**config.mk**
```make
export PLATFORM = sky130hd
export DESIGN_NAME = scan_reg_bank
export DESIGN_NICKNAME = d
export VERILOG_FILES = /design/src/rtl/scan_reg_bank.sv
export SDC_FILE = /design/constraint.sdc
export NUM_CORES = 1
export LEC_CHECK = 0
export BUFFER_PORTS_ARGS = -buffer_cell sky130_fd_sc_hd__buf_4
export CORE_AREA = 2 2 40 42
export CTS_BUF_LIST = sky130_fd_sc_hd__clkbuf_2
export CTS_CLUSTER_SIZE = 40
export DETAILED_ROUTE_END_ITERATION = 7
export DIE_AREA = 0 0 42 44
export PLACE_DENSITY = 0.82
export SYNTH_ARGS = -nofsm -noshare
export SYNTH_HDL_FRONTEND = slang
export SYNTH_SLANG_ARGS = --single-unit
export TNS_END_PERCENT = 20
```
**constraint.sdc**
```tcl
create_clock -name CP -period 3.3 [get_ports CP]
set_input_delay 0.165 -clock CP [delete_from_list [all_inputs] [get_ports CP]]
set_output_delay 0.165 -clock CP [all_outputs]
set_load 0.01 [all_outputs]
```
**src/rtl/scan_reg_bank.sv**
```systemverilog
// Register bank with scan shift and Galois MISR signature modes.
// SDONE pulses once for each uninterrupted run of WIDTH shifts.
module scan_reg_bank #(
  parameter int               WIDTH = 8,
  parameter logic [WIDTH-1:0] POLY  = 'h1D
) (
  input  logic             CP,
  input  logic             CDN,
  input  logic [WIDTH-1:0] D,
  input  logic             EN,
  input  logic             SE,
  input  logic             SI,
  input  logic             ME,
  output logic [WIDTH-1:0] Q,
  output logic             SO,
  output logic             SDONE
);

  localparam int CW = $clog2(WIDTH);
  localparam logic [CW-1:0] CNT_LAST = CW'(WIDTH - 1);

  logic [WIDTH-1:0] q_reg, q_next;
  logic [WIDTH-1:0] shift_next, misr_next;
  logic [CW-1:0]    cnt_reg, cnt_next;
  logic             sdone_reg, sdone_next;

  // Per-bit shift and MISR candidates; bit 0 takes SI or the compaction input.
  genvar gi;
  generate
    for (gi = 0; gi < WIDTH; gi++) begin : g_bit
      if (gi == 0) begin : g_lsb
        assign shift_next[gi] = SI;
        assign misr_next[gi]  = (q_reg[WIDTH-1] & POLY[gi]) ^ D[gi];
      end else begin : g_upper
        assign shift_next[gi] = q_reg[gi-1];
        assign misr_next[gi]  = q_reg[gi-1] ^ (q_reg[WIDTH-1] & POLY[gi]) ^ D[gi];
      end
    end
  endgenerate

  always_comb begin
    q_next     = q_reg;
    cnt_next   = '0;
    sdone_next = 1'b0;
    if (SE) begin
      q_next = shift_next;
      if (cnt_reg == CNT_LAST) begin
        sdone_next = 1'b1;
      end else begin
        cnt_next = cnt_reg + 1'b1;
      end
    end else if (ME) begin
      q_next = misr_next;
    end else if (EN) begin
      q_next = D;
    end
  end

  always_ff @(posedge CP or negedge CDN) begin
    if (!CDN) begin
      q_reg     <= '0;
      cnt_reg   <= '0;
      sdone_reg <= 1'b0;
    end else begin
      q_reg     <= q_next;
      cnt_reg   <= cnt_next;
      sdone_reg <= sdone_next;
    end
  end

  assign Q     = q_reg;
  assign SO    = q_reg[WIDTH-1];
  assign SDONE = sdone_reg;

endmodule

```
-- Word-level counts from Yosys, hierarchy flattened
Index checks and enable logic that the tools add are counted.
- output and inout bits: 10
- bits in registers: 12
- reduce and logical (&&, ||, !) cells: 1
- bitwise operators: 11
- eq/ne operators: 1
- mux-type cells: 7
- add/subtract/negate cells: 1
- operator list (kind ; number):
    2-to-1 mux 8 bit ; 3
    XOR 1 bit ; 11
    2-to-1 mux 3 bit ; 2
    adder 3 x 1 -> 3 bit (second input constant) ; 1
    equality test 3 bit (second input constant) ; 1
    nonzero test 3 bit ; 1
    2-to-1 mux 1 bit ; 2

-- Depth between registers and ports, before layout
- word-level depth: 4
- mapped depth: 4

-- Worst setup path after synthesis
OpenSTA, ideal clock, no wires.
- path type: register to register
- start: register q_reg[7], in the netlist Q[7]
- end: register q_reg[2], in the netlist Q[2]
- required time: 3.181 ns
- period minus slack after synthesis: 1.107 ns
- path buffers: 1
- stages on the path, launching flop included: 5
- setup slack: 2.193 ns
- setup time: 0.119 ns
- data arrival time: 0.989 ns
- cells stage by stage: dfrtp_1 -> buf_2 -> xnor2_1 -> a21oi_1 -> o21a_1
- longest elaborated chain between the ends: 4
- ends and longest elaborated chain (what ; line ; source):
    start, declared ; 22 ; logic [WIDTH-1:0] q_reg, q_next;
    start signal, assigned ; 65 ; q_reg <= q_next;
    XOR 1 bit (2 in series) ; 36 ; assign misr_next[gi] = q_reg[gi-1] ^ (q_reg[WIDTH-1] & POLY[gi]) ^ D[gi];
    2-to-1 mux 8 bit ; 52 ; end else if (ME) begin
    2-to-1 mux 8 bit ; 45 ; if (SE) begin
Every way passes these cells.
A chain may end at the register's enable or synchronous reset.

-- Worst setup path in the final report
- start: register q_reg[7], in the netlist Q[7]
- end: output Q[7]
- RTL lines (what ; line ; source):
    end, declared ; 14 ; output logic [WIDTH-1:0] Q,
No word-level cell between the ends.

==> flow_metrics.tcl <==
set metrics [dict create \
    status "finished clean" \
    ir_worst_vdd_uv 272 \
    pwr-share-seq_pct 47.0 \
    hp-start "SI" \
    grt_max_degree 19 \
    syn_nets 88 \
    drv_slew 0 \
    p_int_mw 0.279 \
    clkPwrFrac_pct 18.8 \
    vias 608 \
    cts-resized-gates 0 \
    port_buffers 23 \
    fin_setup_tns_ns 0 \
    synth_cells 72 \
    postPlaceCellArea_um2 887 \
    relSlewSlack_pct 77.0 \
    hold_violations 0 \
    ios 24 \
    whs_path_depth 3 \
    start_util_pct 51.5 \
    via_per_inst 5.48 \
    stdcell_count 111 \
    clk_root_buffer_cell "clkbuf_2" \
    reg2reg_depth 3 \
    first_iter_violations 2 \
    timing.rr.start "cnt_reg[0]" \
    antenna_left 0 \
    grt_pass1_vias 566 \
    largest_reg_flops 8 \
    dp.cells 106 \
    rows 14 \
    synth.distinct_cells 27 \
    path_buf_inv 1 \
    critPathTopFamily "flip-flops" \
    grt_pass1_wl_mm 2.51 \
    worstSetupPathType "reg -> out" \
    pwr-share-comb_pct 34.3 \
    layout_setup_ws_ns 2.17 \
    die_x_um 42 \
    critPathCaptureType "primary output" \
    synth_seq_cells 12 \
    antenna_found_initial 0 \
    nNetsFinal 112 \
    cts_sinks 12 \
    grt_use_total_pct 18.2 \
    syn_area_per_cell_um2 10.1 \
    n_antenna_cell 0 \
    crit_path_top_delay_cell "dfrtp_1" \
    synth_warnings 0 \
    hold_path.class "in -> reg" \
    fillers 110 \
    crit_required_ns 3.13 \
    ys_seq_area_share_pct 41.1 \
    routed_wl_mm 1.48 \
    period_share_pct 34.3 \
    start_kind "register" \
    r2r_slack_ns 2.18 \
    rsz0062_at_grt "false" \
    p_switching_mw 0.141 \
    pre_cts_ws_ns 2.21 \
    fp.dieH_um 44 \
    area_growth_syn_to_layout_pct 25.3 \
    netlist_area_um2 731 \
    tightest_slew_ns 0.344 \
    gp_congestion 0.648 \
    slowest_delay_ns 0.53 \
    setup_viol 0 \
    cap_violations 0 \
    core_area_um2 1420 \
    clock_latency_ns 0.27 \
    crit_path_max_fanout 7 \
    drive_gt1_share_pct 30.5 \
    drt_pre_antenna_iters 4 \
    clockBufferDepth 2 \
    crit_chain "buf_4" \
    final_cell_area_um2 916 \
    grt_overflow_total 0 \
    routedWlPerCell_um 13.4 \
    p_per_area_nw_per_um2 459 \
    cts_buffers 3 \
    cts_tree "built" \
    min_to "Q[0]" \
    dp_hpwl_mm 1.06 \
    p_sw_share_pct 33.7 \
    whs_ns 0.114 \
    max_freq_mhz 883 \
    leakagePower_nw 0.435 \
    cts_setup_buffers 0 \
    reg2reg_to "cnt_reg[2]" \
    fin_skew_ns 0.0138 \
    drc 0 \
    die_area_um2 1850 \
    cts.clk_slew.worst_paths_ns 0.12 \
    min_period_ns 1.13 \
    cp_data_arrival_time_ns 0.97 \
    cts_max_level 1 \
]
[worst max-delay path by stage]
stage	slack (ns)	cells past startpoint	startpoint	to
5_1_grt	2.09	3	Q[7]	Q[4]
4_1_cts	2.15	1	Q[7]	Q[7]
2_1_floorplan	2.19	4	Q[7]	Q[2]
6_report	2.17	1	Q[7]	Q[7]
3_3_place_gp	2.22	3	cnt_reg[0]	cnt_reg[2]
3_5_place_dp	2.21	3	cnt_reg[0]	cnt_reg[2]
[metal layers]
metal  share of wire (%)  track usage, %  wire length, µm  vias to the layer above
met5                   0               0                0                        -
met4                 1.3            11.6               19                        0
met3                 4.1            2.50               61                        2
met2                  49            28.7              720                       13
met1                  46            23.7              683                      289
li1                    -               -                -                      304
[repair_timing]
action,4_1_cts,5_1_grt
hold endpoints to repair,12,0
hold buffers,1,0
setup endpoints to repair,0,0
[tightest hold or removal path: cells and delay by family]
kind / cells / cell delay, ns
buffers and inverters: 1 / 0.07
AND/OR/NAND/NOR: 1 / 0.04
AO/OA/AOI/OAI: 1 / 0.06
[synthesized netlist by cell type]
cell,number,share of area (%)
ha_1,2,3.4
and2_1,3,2.6
buf_4,2,2.1
nand2_1,2,1.0
o2bb2ai_1,1,1.2
a21oi_1,7,4.8
nor2b_1,1,0.86
or2_2,1,0.86
nand3_1,2,1.4
or4_1,1,1.0
nor3_1,1,0.68
o21a_1,3,3.1
buf_6,1,1.5
xor2_1,1,1.2
xnor2_1,3,3.6
a2bb2oi_1,3,3.6
nor2_1,1,0.51
dfrtp_1,12,41
mux2_2,2,3.1
buf_2,2,1.4
nand3b_1,5,5.1
mux2i_1,6,8.2
nand2b_1,1,0.86
a22o_1,1,1.2
o2111ai_1,1,1.2
inv_1,2,1.0
o21ai_0,5,3.4
[kinds of logic after synthesis]
kind of cell,count (synthesis),share of synthesized area (%)
AOI/OAI and AO/OA,21,18.5
and+or+nand+nor,18,14.9
DFF,12,41.1
muxes,8,11.3
buffers and inverters,7,5.99
xor gates and xnor gates,4,4.80
adders and majority gates,2,3.42
[power by group through the flow]
stage | logic, mW | registers [mW] | clock network [mW]
floorplan | 0.0822 | 0.201 | 0
detailed placement | 0.144 | 0.200 | 0
global placement | 0.142 | 0.199 | 0
finish | 0.144 | 0.197 | 0.0789
global route | 0.159 | 0.202 | 0.0854
CTS | 0.146 | 0.197 | 0.0808
[area by class of cell]
cell class	instances	area (µm²)	area share (%)
Multi-Input combinational cell	53	387	42.2
Clock buffer	3	15.0	1.64
Clock inverter	1	3.75	0.410
Tap cell	16	20.0	2.19
Timing Repair Buffer	24	183	19.9
Inverter	2	7.51	0.820
Sequential cell	12	300	32.8
[cell usage in the layout, fill, tap and decap left out, drive strengths merged, types with 2 or more instances in the layout]
| cell | instances |
|---|---|
| buf | 23 |
| dfrtp | 12 |
| a21oi | 7 |
| mux2i | 6 |
| nand3b | 5 |
| o21ai | 5 |
| and2 | 3 |
| xnor2 | 3 |
| a2bb2oi | 3 |
| o21a | 3 |
| clkbuf | 3 |
| inv | 2 |
| mux2 | 2 |
| nand3 | 2 |
| nand2 | 2 |
| ha | 2 |
[per-stage QoR]
| step | total power, mW | util [%] |
|---|---|---|
| final | 0.420 | 64.6 |
| after global routing | 0.447 | 64.6 |
| after CTS | 0.424 | 64.6 |
| after detailed placement | 0.343 | 62.5 |
| after global placement | 0.341 | 62.5 |
| after floorplan | 0.284 | - |
No activity file was read; power rests on OpenSTA's default activity.
